**src/rtl/pdh_frame_capture.sv**
```systemverilog
// ============================================================================
// Module   : pdh_frame_capture
// Purpose  : Captures a fixed-length burst of core words into a FWFT FIFO and
//            streams it out as one AXI4-Stream frame with tlast on the final beat.
// Revision : 1.0  initial release
// ============================================================================
`default_nettype none

module pdh_frame_capture #(
    parameter int DATA_WIDTH = 64,
    parameter int FRAME_LEN  = 2048,
    parameter int FIFO_DEPTH = 16,
    parameter int DECIM      = 1
) (
    input  logic                  clk,
    input  logic                  rst_i,
    input  logic                  dma_enable_i,
    input  logic [DATA_WIDTH-1:0] dma_data_i,
    output logic                  dma_engaged_o,
    output logic                  dma_finished_o,
    output logic                  overflow_o,
    output logic [DATA_WIDTH-1:0] m_axis_tdata,
    output logic                  m_axis_tvalid,
    input  logic                  m_axis_tready,
    output logic                  m_axis_tlast
);

    localparam int CW  = $clog2(FRAME_LEN) + 1;
    localparam int AW  = $clog2(FIFO_DEPTH);
    localparam int DCW = (DECIM > 1) ? $clog2(DECIM) : 1;

    typedef enum logic [1:0] {
        S_IDLE    = 2'd0,
        S_CAPTURE = 2'd1,
        S_DRAIN   = 2'd2,
        S_DONE    = 2'd3
    } state_t;

    state_t                state_q, state_d;
    logic                  enable_q;
    logic                  engaged_q, engaged_d;
    logic                  finished_q, finished_d;
    logic                  overflow_q, overflow_d;
    logic [CW-1:0]         cap_cnt_q, cap_cnt_d;
    logic [CW-1:0]         beat_cnt_q, beat_cnt_d;
    logic [DCW-1:0]        decim_q, decim_d;
    logic [AW:0]           wr_ptr_q, rd_ptr_q;
    logic [DATA_WIDTH-1:0] mem_q [FIFO_DEPTH];

    logic start, full, empty, slot, push, pop, last_beat;

    assign start     = dma_enable_i & ~enable_q;
    assign full      = (wr_ptr_q[AW] != rd_ptr_q[AW]) && (wr_ptr_q[AW-1:0] == rd_ptr_q[AW-1:0]);
    assign empty     = (wr_ptr_q == rd_ptr_q);
    assign slot      = (state_q == S_CAPTURE) && (decim_q == '0);
    assign push      = slot && !full;
    assign pop       = m_axis_tvalid && m_axis_tready;
    assign last_beat = (beat_cnt_q == CW'(FRAME_LEN - 1));

    assign m_axis_tvalid  = !empty;
    assign m_axis_tdata   = mem_q[rd_ptr_q[AW-1:0]];
    assign m_axis_tlast   = m_axis_tvalid && last_beat;
    assign dma_engaged_o  = engaged_q;
    assign dma_finished_o = finished_q;
    assign overflow_o     = overflow_q;

    always_comb begin
        state_d    = state_q;
        finished_d = finished_q;
        overflow_d = overflow_q;
        cap_cnt_d  = cap_cnt_q;
        decim_d    = decim_q;
        beat_cnt_d = beat_cnt_q;
        engaged_d  = (state_q == S_CAPTURE) || (state_q == S_DRAIN);

        if (pop) begin
            beat_cnt_d = last_beat ? '0 : beat_cnt_q + 1'b1;
        end

        case (state_q)
            S_IDLE: begin
                if (start) begin
                    state_d    = S_CAPTURE;
                    cap_cnt_d  = '0;
                    beat_cnt_d = '0;
                    decim_d    = '0;
                    finished_d = 1'b0;
                    overflow_d = 1'b0;
                end
            end
            S_CAPTURE: begin
                decim_d = (decim_q == DCW'(DECIM - 1)) ? '0 : decim_q + 1'b1;
                // A dropped word does not advance the count, so the frame length is preserved.
                if (slot) begin
                    if (full) begin
                        overflow_d = 1'b1;
                    end else begin
                        cap_cnt_d = cap_cnt_q + 1'b1;
                        if (cap_cnt_q == CW'(FRAME_LEN - 1)) begin
                            state_d = S_DRAIN;
                        end
                    end
                end
            end
            S_DRAIN: begin
                if (pop && last_beat) begin
                    state_d    = S_DONE;
                    finished_d = 1'b1;
                end
            end
            default: state_d = S_IDLE;
        endcase
    end

    always_ff @(posedge clk or posedge rst_i) begin
        if (rst_i) begin
            state_q    <= S_IDLE;
            enable_q   <= 1'b0;
            engaged_q  <= 1'b0;
            finished_q <= 1'b0;
            overflow_q <= 1'b0;
            cap_cnt_q  <= '0;
            beat_cnt_q <= '0;
            decim_q    <= '0;
            wr_ptr_q   <= '0;
            rd_ptr_q   <= '0;
        end else begin
            state_q    <= state_d;
            enable_q   <= dma_enable_i;
            engaged_q  <= engaged_d;
            finished_q <= finished_d;
            overflow_q <= overflow_d;
            cap_cnt_q  <= cap_cnt_d;
            beat_cnt_q <= beat_cnt_d;
            decim_q    <= decim_d;
            wr_ptr_q   <= wr_ptr_q + {{AW{1'b0}}, push};
            rd_ptr_q   <= rd_ptr_q + {{AW{1'b0}}, pop};
        end
    end

    // Storage needs no reset; validity is tracked entirely by the pointers.
    always_ff @(posedge clk) begin
        if (push) begin
            mem_q[wr_ptr_q[AW-1:0]] <= dma_data_i;
        end
    end

endmodule

`default_nettype wire
```
**config.mk**
```make
export PLATFORM = sky130hd
export DESIGN_NAME = pdh_frame_capture
export DESIGN_NICKNAME = d
export VERILOG_FILES = /design/src/rtl/pdh_frame_capture.sv
export SDC_FILE = /design/constraint.sdc
export NUM_CORES = 1
export LEC_CHECK = 0
export ABC_AREA = 1
export ABC_CLOCK_PERIOD_IN_PS = 3900
export CORE_AREA = 2 2 308 310
export CTS_BUF_LIST = sky130_fd_sc_hd__clkbuf_8
export DETAILED_ROUTE_END_ITERATION = 8
export DIE_AREA = 0 0 310 312
export DONT_BUFFER_PORTS = 1
export PLACE_DENSITY = 0.66
export SKIP_CTS_REPAIR_TIMING = 1
export SLEW_MARGIN = 20
export SYNTH_ARGS = -nofsm -noshare
export SYNTH_HDL_FRONTEND = slang
export SYNTH_SLANG_ARGS = --single-unit
```
**constraint.sdc**
```tcl
create_clock -name clk -period 3.9 [get_ports clk]
set_input_delay 0.78 -clock clk [delete_from_list [all_inputs] [get_ports clk]]
set_output_delay 0.78 -clock clk [all_outputs]
set_load 0.02 [all_outputs]
```
==> results.sh <==
export IMPL_drc=0
export IMPL_period_share_pct=95.9
export IMPL_synth_adder_area_share_pct=0.300
export IMPL_place_gp_congestion=0.797
export IMPL_clkTransAtPathRegs_ps=60
export IMPL_power_density_nw_per_um2=742
export IMPL_p_leak_nw=15.2
export IMPL_syn_nets=3169
export IMPL_numCtsBuffers=169
export IMPL_grt_ovfl_total=0
export IMPL_grt_use_total_pct=20.8
export IMPL_syn2layout_area_growth_pct=12.5
export IMPL_fmax_mhz=267
export IMPL_synth_compound_area_share_pct=11.5
export IMPL_yosys_mux_area_fraction_pct=0
export IMPL_antenna_found_initial=3
export IMPL_ys_seq_elements=1064
export IMPL_synth_edf_count=1024
export IMPL_async_flop_share_pct=3.76
export IMPL_grt_max_degree=282
export IMPL_avgSynthCellArea_um2=13.5
export IMPL_clk_latency_ps=850
export IMPL_ys_types=41
export IMPL_die_h_um=312
export IMPL_vdd_drop_max_mv=0.573
export IMPL_tightestPinTransition_ps=871
export IMPL_worstPathMaxFanout=116
export IMPL_dp_hpwl_um=50600
export IMPL_via_per_inst=5.77
export IMPL_critical_path_required_ps=3120
export IMPL_grt_pass1_vias=24900
export IMPL_relSlewSlack_pct=41.9
export IMPL_worst_setup_path_end_kind="output pin"
export IMPL_hold_viol=0
export IMPL_fin_setup_tns_ps=0
export IMPL_antenna_left=0
export IMPL_dieArea_um2=96700
export IMPL_status="complete, no violations"
export IMPL_r2r_start="rd_ptr_q[0]$_DFF_PP0_"
export IMPL_post_route_cells_drive_above_1_share_pct=10.2
export IMPL_clock_path_buffers=3
export IMPL_ys_flop_type="edfxtp_1"
export IMPL_grt_pass1_wl_um=153000
export IMPL_hold_path_class="input pin to async pin"
export IMPL_cts_sinks=1064
export IMPL_syn_inst=3091
export IMPL_synth_area_um2=41700
export IMPL_design_core_area_um2=93000
export IMPL_drv_slew=0
export IMPL_cts_tree="yes"
export IMPL_synth_simple_gate_area_share_pct=9.08
export IMPL_dr_pass1_iters=6
export IMPL_drt_wirelength_per_cell_um=23.6
export IMPL_clock_skew_ps=37.7
export IMPL_synthXorXnorAreaFrac_pct=0.357
export IMPL_num_vias=26100
export IMPL_fp_dieW_um=310
export IMPL_final_nets=3225
export IMPL_postRouteWirelength_um=107000
export IMPL_start_kind="flip-flop"
export IMPL_cp_arrival_ps=2960
export IMPL_path_class="flip-flop to output pin"
export IMPL_cap_violations=0
export IMPL_io_pins=137
export IMPL_htree_levels=4
export IMPL_cts_root_buf="clkbuf_8"
export IMPL_fin_util_pct=50.4
export IMPL_start_util_pct=44.8
export IMPL_post_route_min_period_ps=3740
export IMPL_io_buffers=0
export IMPL_synth_top_family_by_area="compound AO/OA/AOI/OAI gates"
export IMPL_grt_setup_unrepaired="no"
export IMPL_fillers=7841
export IMPL_ys_seq_area_share_pct=76.2
export IMPL_setup_violations=0
export IMPL_startpoint="rd_ptr_q[0]$_DFF_PP0_"
export IMPL_num_rows=112
export IMPL_ys_warnings_count=0
export IMPL_drt_initial_drc_count=2549
-- report_power, final --
group	leakage, nW	switching (mW)	internal [mW]
sequential	9.74	0.363	13.5
combinational	3.72	8.86	3.21
clock	1.75	4.26	4.61
total	15.2	13.5	21.3
-- kinds of logic after synthesis --
logic type | count (synthesis)
AO/OA/AOI/OAI | 819
XOR/XNOR | 17
adder cells (fa/ha/maj) | 10
buffers and inverters | 248
flip-flops | 1064
AND/OR/NAND/NOR | 933
-- state kept, by name, indices dropped and copies added (netlist names) --
register,cells
dma_finished_o,1
mem_q,1024
dma_engaged_o,1
beat_cnt_q,12
state_q,2
enable_q,1
cap_cnt_q,12
rd_ptr_q,5
wr_ptr_q,5
overflow_o,1
-- worst max-delay path, stage by stage, from the launching register on --
cell and delay, ps:
dfrtp_4 560, buf_4 220, clkbuf_16 370, nor2_1 180, o22ai_1 90, o211ai_1 360, nand3_1 330
-- routing by layer --
metal / vias up / wire [um] / global-route usage (%)
li1: 11700 / - / -
met1: 13200 / 45000 / 28.5
met2: 1078 / 50700 / 32.8
met3: 166 / 8780 / 5.40
met4: 0 / 2260 / 6.60
met5: - / 0 / 0
-- path summary, 6_finish.rpt --
path | endpoint | slack, ps | cells after the start
max in group asynchronous | cap_cnt_q[4]$_DFFE_PP0P_ | 3030 | 2
setup reg to reg | mem_q[15][46]$_DFFE_PP_ | 300 | 12
min in group clk | mem_q[3][7]$_DFFE_PP_ | 40 | 0
hold / removal | beat_cnt_q[4]$_DFF_PP0_ | 20 | 1
setup / recovery | m_axis_tdata[35] | 160 | 6
hold reg to reg | rd_ptr_q[4]$_DFF_PP0_ | 490 | 1
-- cell usage in the layout, fill, tap and decap left out, types with 2 or more instances in the layout --
cell type / netlist / routed
o21ai_2: 7 / 7
inv_8: 0 / 2
edfxtp_1: 1024 / 1024
bufinv_16: 0 / 7
buf_12: 0 / 20
nand2_2: 3 / 3
buf_4: 8 / 43
nand2_1: 216 / 216
o22ai_1: 153 / 153
buf_16: 0 / 7
nor2_1: 560 / 543
clkbuf_16: 0 / 8
o211ai_1: 25 / 25
nand2_4: 3 / 3
nand4_1: 7 / 7
clkinv_2: 0 / 14
dlygate4sd3_1: 0 / 13
a21oi_1: 7 / 7
clkinvlp_4: 0 / 6
clkinv_1: 0 / 42
dfrtp_4: 0 / 3
o21bai_1: 2 / 2
clkbuf_8: 0 / 175
nand3_1: 129 / 129
dfrtp_1: 40 / 37
nor3_1: 6 / 6
xor2_1: 15 / 15
nor2_4: 1 / 18
xnor2_1: 2 / 2
o221ai_1: 103 / 103
inv_6: 0 / 5
o21ai_0: 517 / 517
inv_2: 6 / 5
inv_1: 33 / 79
a22oi_1: 3 / 3
ha_1: 10 / 10
-- area by class of cell --
type | count | area, um2 | area share [%]
clock buffer | 175 | 2410 | 5.14
clock inverter | 121 | 702 | 1.50
multi-input combinational | 1779 | 8970 | 19.1
antenna | 1 | 2.50 | 0.00534
timing repair buffer | 92 | 1260 | 2.68
tap | 1254 | 1570 | 3.35
timing repair inverter | 1 | 11.3 | 0.0240
inverter | 40 | 188 | 0.400
sequential | 1064 | 31800 | 67.8
-- stage by stage --
| step | instances | setup slack [ps] | hold WS, ps | cell area, um2 | power, mW |
|---|---|---|---|---|---|
| floorplan | 3091 | -432 | 464 | 41700 | 21.9 |
| global placement | 4204 | 678 | 478 | 43300 | 25.3 |
| detailed placement | 4204 | 643 | 481 | 43300 | 25.4 |
| CTS | 4500 | -236 | -81.7 | 46400 | 34.3 |
| global route | 4527 | 0.624 | 0.125 | 46900 | 36.5 |
| finish | 4527 | 158 | 22.4 | 46900 | 34.8 |
-- synth_stat cells, types with 2 or more instances --
library cell / number / share of area (%)
o22ai_1: 153 / 2.3
xor2_1: 15 / 0.32
a22oi_1: 3 / 0.054
dfrtp_1: 40 / 2.4
o21ai_2: 7 / 0.15
nand2_1: 216 / 1.9
nand3_1: 129 / 1.5
ha_1: 10 / 0.30
buf_4: 8 / 0.14
nand2_4: 3 / 0.081
inv_2: 6 / 0.054
o21bai_1: 2 / 0.036
buf_6: 6 / 0.16
xnor2_1: 2 / 0.042
buf_2: 41 / 0.49
buf_1: 7 / 0.063
nor3_1: 6 / 0.072
nand2_2: 3 / 0.045
o21ai_0: 517 / 6.2
inv_1: 33 / 0.30
o221ai_1: 103 / 2.2
o211ai_1: 25 / 0.45
nor2_1: 560 / 5.0
clkbuf_1: 144 / 1.3
a21oi_1: 7 / 0.084
edfxtp_1: 1024 / 74
nand4_1: 7 / 0.11
Power figures use the tool's default switching activity.
